**config.mk**
```make
export PLATFORM = sky130hd
export DESIGN_NAME = multicycle_ctrl_flat
export DESIGN_NICKNAME = d
export VERILOG_FILES = /design/src/rtl/multicycle_ctrl_pkg.sv /design/src/rtl/multicycle_ctrl_if.sv /design/src/rtl/multicycle_ctrl_mem_wait_timer.sv /design/src/rtl/multicycle_ctrl.sv /design/src/flat_wrapper.sv
export SDC_FILE = /design/constraint.sdc
export NUM_CORES = 1
export LEC_CHECK = 0
export CAP_MARGIN = 30
export CORE_UTILIZATION = 48
export DETAILED_ROUTE_END_ITERATION = 10
export GPL_TIMING_DRIVEN = 1
export PLACE_DENSITY_LB_ADDON = 0.15
export SLEW_MARGIN = 20
export SYNTH_ARGS = -nofsm -noshare
export SYNTH_HDL_FRONTEND = slang
export SYNTH_SLANG_ARGS = --single-unit
```
**constraint.sdc**
```tcl
create_clock -name i_clk -period 3.3 [get_ports i_clk]
set_clock_uncertainty 0.1 [all_clocks]
set_input_delay 0.66 -clock i_clk [delete_from_list [all_inputs] [get_ports i_clk]]
set_output_delay 0.66 -clock i_clk [all_outputs]
set_load 0.01 [all_outputs]
```
**src/rtl/multicycle_ctrl_pkg.sv**
```systemverilog
`default_nettype none
// ============================================================================
// Module   : multicycle_ctrl_pkg
// Brief    : Opcode/ALU encodings and opcode classification for the control FSM.
// Revision : 1.0 - initial release
// ============================================================================
package multicycle_ctrl_pkg;

    localparam int OP_NOOP = 0;
    localparam int OP_ADD  = 1;
    localparam int OP_XOR  = 2;
    localparam int OP_SUB  = 3;
    localparam int OP_AND  = 4;
    localparam int OP_LDA  = 5;
    localparam int OP_STA  = 6;
    localparam int OP_JMP  = 7;
    localparam int OP_JZ   = 8;
    localparam int OP_HLT  = 9;
    localparam int NUM_OPS = 10;

    localparam int ALU_ADD = 0;
    localparam int ALU_XOR = 1;
    localparam int ALU_SUB = 2;
    localparam int ALU_AND = 3;

    typedef enum logic [2:0] {
        CLS_NOP,
        CLS_ALU,
        CLS_LDA,
        CLS_STA,
        CLS_JMP,
        CLS_JZ,
        CLS_HLT,
        CLS_ILL
    } op_class_t;

    function automatic op_class_t decode_op(input int op);
        op_class_t cls;
        case (op)
            OP_NOOP:                        cls = CLS_NOP;
            OP_ADD, OP_XOR, OP_SUB, OP_AND: cls = CLS_ALU;
            OP_LDA:                         cls = CLS_LDA;
            OP_STA:                         cls = CLS_STA;
            OP_JMP:                         cls = CLS_JMP;
            OP_JZ:                          cls = CLS_JZ;
            OP_HLT:                         cls = CLS_HLT;
            default:                        cls = CLS_ILL;
        endcase
        return cls;
    endfunction

    function automatic int alu_code(input int op);
        int code;
        case (op)
            OP_XOR:  code = ALU_XOR;
            OP_SUB:  code = ALU_SUB;
            OP_AND:  code = ALU_AND;
            default: code = ALU_ADD;
        endcase
        return code;
    endfunction

endpackage
`default_nettype wire

```
**src/rtl/multicycle_ctrl_if.sv**
```systemverilog
`default_nettype none
// ============================================================================
// Module   : multicycle_ctrl_if
// Brief    : Controller <-> datapath/memory signal bundle; master = controller.
// Revision : 1.0 - initial release
// ============================================================================
interface multicycle_ctrl_if #(
    parameter int OPC_W = 8,
    parameter int ALU_W = 2
);
    logic [OPC_W-1:0] opcode;
    logic             acc_zero;
    logic             mem_ack;
    logic             mem_req;
    logic             mem_we;
    logic             ld_mar;
    logic             ld_mdr;
    logic             ld_ir;
    logic             ld_acc;
    logic             ld_pc;
    logic             mar_sel;
    logic             mdr_sel;
    logic             acc_sel;
    logic             pc_sel;
    logic [ALU_W-1:0] alu_ctrl;
    logic             illegal;
    logic             halted;
    logic             fault;

    modport master (
        input  opcode, acc_zero, mem_ack,
        output mem_req, mem_we, ld_mar, ld_mdr, ld_ir, ld_acc, ld_pc,
               mar_sel, mdr_sel, acc_sel, pc_sel, alu_ctrl, illegal, halted, fault
    );

    modport slave (
        output opcode, acc_zero, mem_ack,
        input  mem_req, mem_we, ld_mar, ld_mdr, ld_ir, ld_acc, ld_pc,
               mar_sel, mdr_sel, acc_sel, pc_sel, alu_ctrl, illegal, halted, fault
    );
endinterface
`default_nettype wire

```
**src/rtl/multicycle_ctrl_mem_wait_timer.sv**
```systemverilog
`default_nettype none
// ============================================================================
// Module   : mem_wait_timer
// Brief    : Counts unacknowledged request cycles; flags the last allowed one.
// Revision : 1.0 - initial release
// ============================================================================
module mem_wait_timer #(
    parameter int MEM_TIMEOUT = 15
) (
    input  logic i_clk,
    input  logic i_rst,
    input  logic clear,
    input  logic count,
    output logic expired
);
    generate
        if (MEM_TIMEOUT == 0) begin : g_no_timeout
            assign expired = 1'b0;
        end else begin : g_timeout
            localparam int CNT_W = (MEM_TIMEOUT > 1) ? $clog2(MEM_TIMEOUT + 1) : 1;

            logic [CNT_W-1:0] r_cnt;

            always_ff @(posedge i_clk) begin
                if (i_rst || clear) begin
                    r_cnt <= '0;
                end else if (count) begin
                    r_cnt <= r_cnt + CNT_W'(1);
                end
            end

            // Fires during the MEM_TIMEOUT-th wait cycle so the FSM leaves right after it.
            assign expired = count && (r_cnt == CNT_W'(MEM_TIMEOUT - 1));
        end
    endgenerate
endmodule
`default_nettype wire

```
**src/rtl/multicycle_ctrl.sv**
```systemverilog
`default_nettype none
// ============================================================================
// Module   : multicycle_ctrl
// Brief    : Multi-cycle fetch/decode/execute control FSM with req/ack memory timeout.
// Revision : 1.0 - initial release
// ============================================================================
module multicycle_ctrl
    import multicycle_ctrl_pkg::*;
#(
    parameter int OPC_W       = 8,
    parameter int ALU_W       = 2,
    parameter int MEM_TIMEOUT = 15
) (
    input  logic              i_clk,
    input  logic              i_rst,
    multicycle_ctrl_if.master bus
);
    localparam int STATE_W = 4;

    typedef enum logic [STATE_W-1:0] {
        ST_IDLE  = 4'd0,
        ST_FA    = 4'd1,
        ST_FM    = 4'd2,
        ST_FI    = 4'd3,
        ST_DEC   = 4'd4,
        ST_EA    = 4'd5,
        ST_EM    = 4'd6,
        ST_EW    = 4'd7,
        ST_SD    = 4'd8,
        ST_SM    = 4'd9,
        ST_JP    = 4'd10,
        ST_INC   = 4'd11,
        ST_HALT  = 4'd12,
        ST_FAULT = 4'd13
    } state_t;

    state_t           r_state;
    state_t           w_next_state;
    int               w_op;
    op_class_t        w_cls;
    logic             w_in_req;
    logic             w_count;
    logic             w_expired;
    logic             w_mem_req, w_mem_we, w_illegal, w_halted, w_fault;
    logic             w_ld_mar, w_ld_mdr, w_ld_ir, w_ld_acc, w_ld_pc;
    logic             w_mar_sel, w_mdr_sel, w_acc_sel, w_pc_sel;
    logic [ALU_W-1:0] w_alu_ctrl;

    // Out-of-range opcodes map to -1 so wide opcodes cannot alias a valid one.
    assign w_op     = (bus.opcode < OPC_W'(NUM_OPS)) ? int'(bus.opcode) : -1;
    assign w_cls    = decode_op(w_op);
    assign w_in_req = (r_state == ST_FM) || (r_state == ST_EM) || (r_state == ST_SM);
    assign w_count  = w_in_req && !bus.mem_ack;

    // Request states are never back to back, so clearing outside them clears on entry.
    mem_wait_timer #(
        .MEM_TIMEOUT(MEM_TIMEOUT)
    ) u_wait_timer (
        .i_clk  (i_clk),
        .i_rst  (i_rst),
        .clear  (!w_in_req),
        .count  (w_count),
        .expired(w_expired)
    );

    always_ff @(posedge i_clk) begin
        if (i_rst) begin
            r_state <= ST_IDLE;
        end else begin
            r_state <= w_next_state;
        end
    end

    always_comb begin
        w_next_state = r_state;
        w_mem_req    = 1'b0;
        w_mem_we     = 1'b0;
        w_ld_mar     = 1'b0;
        w_ld_mdr     = 1'b0;
        w_ld_ir      = 1'b0;
        w_ld_acc     = 1'b0;
        w_ld_pc      = 1'b0;
        w_mar_sel    = 1'b0;
        w_mdr_sel    = 1'b0;
        w_acc_sel    = 1'b0;
        w_pc_sel     = 1'b0;
        w_alu_ctrl   = '0;
        w_illegal    = 1'b0;
        w_halted     = 1'b0;
        w_fault      = 1'b0;

        case (r_state)
            ST_IDLE: w_next_state = ST_FA;
            ST_FA: begin
                w_ld_mar     = 1'b1;
                w_next_state = ST_FM;
            end
            ST_FM: begin
                w_mem_req = 1'b1;
                if (bus.mem_ack) begin
                    w_ld_mdr     = 1'b1;
                    w_next_state = ST_FI;
                end else if (w_expired) begin
                    w_next_state = ST_FAULT;
                end
            end
            ST_FI: begin
                w_ld_ir      = 1'b1;
                w_next_state = ST_DEC;
            end
            ST_DEC: begin
                case (w_cls)
                    CLS_ALU, CLS_LDA, CLS_STA: w_next_state = ST_EA;
                    CLS_JMP:                   w_next_state = ST_JP;
                    CLS_JZ:                    w_next_state = bus.acc_zero ? ST_JP : ST_INC;
                    CLS_HLT:                   w_next_state = ST_HALT;
                    CLS_NOP:                   w_next_state = ST_INC;
                    default: begin
                        w_illegal    = 1'b1;
                        w_next_state = ST_INC;
                    end
                endcase
            end
            ST_EA: begin
                w_ld_mar     = 1'b1;
                w_mar_sel    = 1'b1;
                w_next_state = (w_cls == CLS_STA) ? ST_SD : ST_EM;
            end
            ST_EM: begin
                w_mem_req = 1'b1;
                if (bus.mem_ack) begin
                    w_ld_mdr     = 1'b1;
                    w_next_state = ST_EW;
                end else if (w_expired) begin
                    w_next_state = ST_FAULT;
                end
            end
            ST_EW: begin
                w_ld_acc = 1'b1;
                if (w_cls == CLS_ALU) begin
                    w_acc_sel  = 1'b1;
                    w_alu_ctrl = ALU_W'(alu_code(w_op));
                end
                w_next_state = ST_INC;
            end
            ST_SD: begin
                w_ld_mdr     = 1'b1;
                w_mdr_sel    = 1'b1;
                w_next_state = ST_SM;
            end
            ST_SM: begin
                w_mem_req = 1'b1;
                w_mem_we  = 1'b1;
                if (bus.mem_ack) begin
                    w_next_state = ST_INC;
                end else if (w_expired) begin
                    w_next_state = ST_FAULT;
                end
            end
            ST_JP: begin
                w_ld_pc      = 1'b1;
                w_pc_sel     = 1'b1;
                w_next_state = ST_FA;
            end
            ST_INC: begin
                w_ld_pc      = 1'b1;
                w_next_state = ST_FA;
            end
            ST_HALT:  w_halted = 1'b1;
            ST_FAULT: w_fault  = 1'b1;
            default:  w_next_state = ST_IDLE;
        endcase
    end

    assign bus.mem_req  = w_mem_req;
    assign bus.mem_we   = w_mem_we;
    assign bus.ld_mar   = w_ld_mar;
    assign bus.ld_mdr   = w_ld_mdr;
    assign bus.ld_ir    = w_ld_ir;
    assign bus.ld_acc   = w_ld_acc;
    assign bus.ld_pc    = w_ld_pc;
    assign bus.mar_sel  = w_mar_sel;
    assign bus.mdr_sel  = w_mdr_sel;
    assign bus.acc_sel  = w_acc_sel;
    assign bus.pc_sel   = w_pc_sel;
    assign bus.alu_ctrl = w_alu_ctrl;
    assign bus.illegal  = w_illegal;
    assign bus.halted   = w_halted;
    assign bus.fault    = w_fault;
endmodule
`default_nettype wire

```
**src/flat_wrapper.sv**
```systemverilog
// flat-port wrapper written by rule: the top's interface ports become plain ports
module multicycle_ctrl_flat import multicycle_ctrl_pkg::*;
#(
    parameter int OPC_W       = 8,
    parameter int ALU_W       = 2,
    parameter int MEM_TIMEOUT = 15
)
  (i_clk, i_rst, bus_opcode, bus_acc_zero, bus_mem_ack, bus_mem_req, bus_mem_we, bus_ld_mar, bus_ld_mdr, bus_ld_ir, bus_ld_acc, bus_ld_pc, bus_mar_sel, bus_mdr_sel, bus_acc_sel, bus_pc_sel, bus_alu_ctrl, bus_illegal, bus_halted, bus_fault);
  multicycle_ctrl_if #(.OPC_W(OPC_W), .ALU_W(ALU_W)) bus_i ();
  input  logic i_clk;
  input  logic i_rst;
  input wire logic [$bits(bus_i.opcode)-1:0] bus_opcode;
  input wire logic [$bits(bus_i.acc_zero)-1:0] bus_acc_zero;
  input wire logic [$bits(bus_i.mem_ack)-1:0] bus_mem_ack;
  output wire logic [$bits(bus_i.mem_req)-1:0] bus_mem_req;
  output wire logic [$bits(bus_i.mem_we)-1:0] bus_mem_we;
  output wire logic [$bits(bus_i.ld_mar)-1:0] bus_ld_mar;
  output wire logic [$bits(bus_i.ld_mdr)-1:0] bus_ld_mdr;
  output wire logic [$bits(bus_i.ld_ir)-1:0] bus_ld_ir;
  output wire logic [$bits(bus_i.ld_acc)-1:0] bus_ld_acc;
  output wire logic [$bits(bus_i.ld_pc)-1:0] bus_ld_pc;
  output wire logic [$bits(bus_i.mar_sel)-1:0] bus_mar_sel;
  output wire logic [$bits(bus_i.mdr_sel)-1:0] bus_mdr_sel;
  output wire logic [$bits(bus_i.acc_sel)-1:0] bus_acc_sel;
  output wire logic [$bits(bus_i.pc_sel)-1:0] bus_pc_sel;
  output wire logic [$bits(bus_i.alu_ctrl)-1:0] bus_alu_ctrl;
  output wire logic [$bits(bus_i.illegal)-1:0] bus_illegal;
  output wire logic [$bits(bus_i.halted)-1:0] bus_halted;
  output wire logic [$bits(bus_i.fault)-1:0] bus_fault;
  assign bus_i.opcode = bus_opcode;
  assign bus_i.acc_zero = bus_acc_zero;
  assign bus_i.mem_ack = bus_mem_ack;
  assign bus_mem_req = bus_i.mem_req;
  assign bus_mem_we = bus_i.mem_we;
  assign bus_ld_mar = bus_i.ld_mar;
  assign bus_ld_mdr = bus_i.ld_mdr;
  assign bus_ld_ir = bus_i.ld_ir;
  assign bus_ld_acc = bus_i.ld_acc;
  assign bus_ld_pc = bus_i.ld_pc;
  assign bus_mar_sel = bus_i.mar_sel;
  assign bus_mdr_sel = bus_i.mdr_sel;
  assign bus_acc_sel = bus_i.acc_sel;
  assign bus_pc_sel = bus_i.pc_sel;
  assign bus_alu_ctrl = bus_i.alu_ctrl;
  assign bus_illegal = bus_i.illegal;
  assign bus_halted = bus_i.halted;
  assign bus_fault = bus_i.fault;
  multicycle_ctrl #(.OPC_W(OPC_W), .ALU_W(ALU_W), .MEM_TIMEOUT(MEM_TIMEOUT)) u_core (.i_clk(i_clk), .i_rst(i_rst), .bus(bus_i));
endmodule
```
==> impl_metrics.json <==
{
  "worstSetupPathType": "in2out",
  "final_area_um2": 1220,
  "ir_worst_vdd_mv": 0.273,
  "hold_path_depth": 2,
  "die-area_um2": 1910,
  "nets": 174,
  "antenna_left": 0,
  "synth_ff_type": "dfxtp_1",
  "fin_crit_sh_pct": 95.7,
  "netlist_instances": 124,
  "h-tree-depth": 1,
  "die-height_um": 43.7,
  "cp.buffers_inverters": 3,
  "worst-r2r-cell-count": 4,
  "dr.pass1.iters": 4,
  "drcViolationCount": 0,
  "final_cells": 173,
  "crit_arrival_ns": 2.40,
  "end_kind": "output port",
  "slew_headroom_pct": 75.2,
  "finalHoldViolCount": 0,
  "synth_edf_count": 0,
  "cts_tree": "done",
  "critPathRequiredTime_ns": 2.54,
  "post-place-cells": 169,
  "holdWs_ns": 0.452,
  "cp_num_cells": 9,
  "clock_path_buffers": 2,
  "synth_nets": 139,
  "wire_per_inst_um": 12.0,
  "worstSkewPairLatency_ns": 0.25,
  "viasPerCell": 5.87,
  "async_reset_ff_share_pct": 0,
  "cpPeakStageDelay_ns": 0.42,
  "status": "complete, no violations",
  "cp-start-kind": "input pin",
  "critical_path.slowest_cell": "clkdlybuf4s50_1",
  "gp_congestion": 0.905,
  "synth-seq-cells": 8,
  "min-delay-path-class": "reg2reg",
  "fp.dieW_um": 43.7,
  "yosysWarnings": 0,
  "wirelength_um": 2080,
  "area_growth_pct": 45.9,
  "maxCapViolations": 0,
  "track_usage_pct": 23.0,
  "root_buffer": "clkbuf_4",
  "dpl-instance-area_um2": 1160,
  "drive_gt1_share_pct": 14.0,
  "crit_chain": "clkdlybuf4s50_1 > buf_4 > a21oi_1 > nand2_1 > ha_1 > nand2b_4 > nand3_2 > a21oi_1 > dlygate4sd2_1",
  "initialDrtViolationCount": 27,
  "cp_max_fo": 13,
  "post-route-util_pct": 78.0,
  "syn_area_um2": 833,
  "min_period_ns": 3.16,
  "power.density_nw_per_um2": 417,
  "worst_pin_slew_ns": 0.371,
  "core.rowCount": 14,
  "vias": 1016,
  "grt-ovfl-total": 0,
  "port_buffers": 27,
  "grt_max_degree": 14,
  "yosysUniqueCellTypes": 32,
  "grt_antenna_before_repair": 0,
  "rsz0062_at_grt": "false",
  "cts_buffers": 3,
  "setup_tns_ns": 0,
  "fmax_mhz": 317,
  "crit_family": "buffers and inverters",
  "diodes": 0,
  "path_common_cell": "a21oi_1",
  "dp_hpwl_um": 1620,
  "grt_first_pass_wirelength_um": 3380,
  "grt_pass1_vias": 842,
  "leakage_nw": 0.506,
  "path_clk_slew_ns": 0.05,
  "hold_buffers": 0,
  "core_area_um2": 1560,
  "syn_avg_cell_area_um2": 6.72,
  "boundaryPins": 28,
  "final_max_slew_viol_count": 0,
  "yosysSeqAreaShare_pct": 19.2,
  "clkSinkCount": 8,
  "start_util_pct": 53.5,
  "setup_violations": 0
}
## layout by cell type (no fill, tap or decap)
| cell type | instances |
|---|---|
| a21boi_0 | 1 |
| a21o_1 | 3 |
| a21oi_1 | 11 |
| a22oi_1 | 1 |
| a311oi_1 | 2 |
| a31oi_1 | 7 |
| and4b_1 | 1 |
| buf_2 | 1 |
| buf_4 | 12 |
| clkbuf_4 | 3 |
| clkdlybuf4s50_1 | 20 |
| dfxtp_1 | 8 |
| dlygate4sd2_1 | 2 |
| dlymetal6s2s_1 | 4 |
| ha_1 | 3 |
| inv_1 | 3 |
| nand2_1 | 11 |
| nand2b_1 | 4 |
| nand2b_4 | 1 |
| nand3_1 | 1 |
| nand3_2 | 1 |
| nand3b_1 | 2 |
| nand4b_1 | 2 |
| nor2_1 | 22 |
| nor2b_1 | 5 |
| nor3_1 | 4 |
| nor3b_1 | 1 |
| nor4_2 | 1 |
| nor4_4 | 1 |
| o211ai_1 | 2 |
| o21ai_0 | 5 |
| o21bai_1 | 2 |
| or3_1 | 4 |
| or3b_2 | 1 |
| or4_4 | 1 |
| xnor2_1 | 2 |
| xor2_1 | 2 |
## cell type report
class | instances | area, um^2
clock buffer | 3 | 22.5
fill | 124 | 343
inverter | 3 | 11.3
multi-input combinational | 104 | 639
sequential | 8 | 160
tap | 16 | 20.0
timing repair buffer | 39 | 363
## power breakdown
part	total, mW	internal (mW)	switching [mW]
clock network	0.0735	0.0415	0.0320
logic	0.273	0.136	0.136
registers	0.161	0.115	0.0456
total	0.507	0.293	0.214
## synth_stat cells, drive strengths merged (3+ instances only)
cell type  number  area share (%)
nor2           22             9.9
a21oi          11             6.6
nand2          11             5.0
dfxtp           8              19
a31oi           7             5.3
clkbuf          5             2.3
nand2b          5             3.8
nor2b           5             3.8
o21ai           5             3.0
buf             4             2.7
nor3            4             2.4
or3             4             3.0
a21o            3             2.7
ha              3             4.5
inv             3             1.4
## per-stage QoR
step / setup slack, ns / power, mW
2_1_floorplan: 0.544 / 0.329
3_3_place_gp: -0.345 / 0.424
3_5_place_dp: -0.443 / 0.428
4_1_cts: -0.0132 / 0.505
5_1_grt: 0.0218 / 0.547
6_report: 0.143 / 0.507
## cells by family after synthesis
logic type	count (synthesis)	share of synthesized area, %
DFF	8	19.2
AOI/OAI and AO/OA	34	25.1
adders and majority gates	3	4.50
xor gates and xnor gates	4	4.20
and+or+nand+nor	63	40.7
buffers and inverters	12	6.31
## worst reg2reg max path: stages (launching register included)
cell and delay [ns]:
dfxtp_1 0.52, nand2b_1 0.23, or3_1 0.43, or3_1 0.36
o21ai_0 0.08
## path summary, 6_finish.rpt
| path | start | to | slack, ns |
|---|---|---|---|
| setup / recovery | bus_opcode[2] | bus_alu_ctrl[1] | 0.14 |
| hold / removal | u_core.u_wait_timer.g_timeout.r_cnt[3] | u_core.u_wait_timer.g_timeout.r_cnt[3] | 0.45 |
| setup reg to reg | u_core.r_state[2] | u_core.r_state[0] | 1.51 |
| hold reg to reg | u_core.u_wait_timer.g_timeout.r_cnt[3] | u_core.u_wait_timer.g_timeout.r_cnt[3] | 0.45 |
## state kept, by name, summed over array words and instances, names as in the netlist
register / flops
u_core.u_wait_timer.g_timeout.r_cnt: 4
u_core.r_state: 4
## metal layers
layer | global-route usage, % | share of wire (%) | vias up
li1 | - | - | 511
met1 | 27.3 | 43 | 456
met2 | 40.6 | 51 | 49
met3 | 5.42 | 5.8 | 0
met4 | 6.88 | 0 | 0
met5 | 0 | 0 | -
## timing repair
item                                    4_1_cts  5_1_grt
pin swaps                                     1        2
endpoints found under the setup margin        3        3
buffers inserted                              0        1
resized for setup                             9        4
No activity file was read; power rests on OpenSTA's default activity.
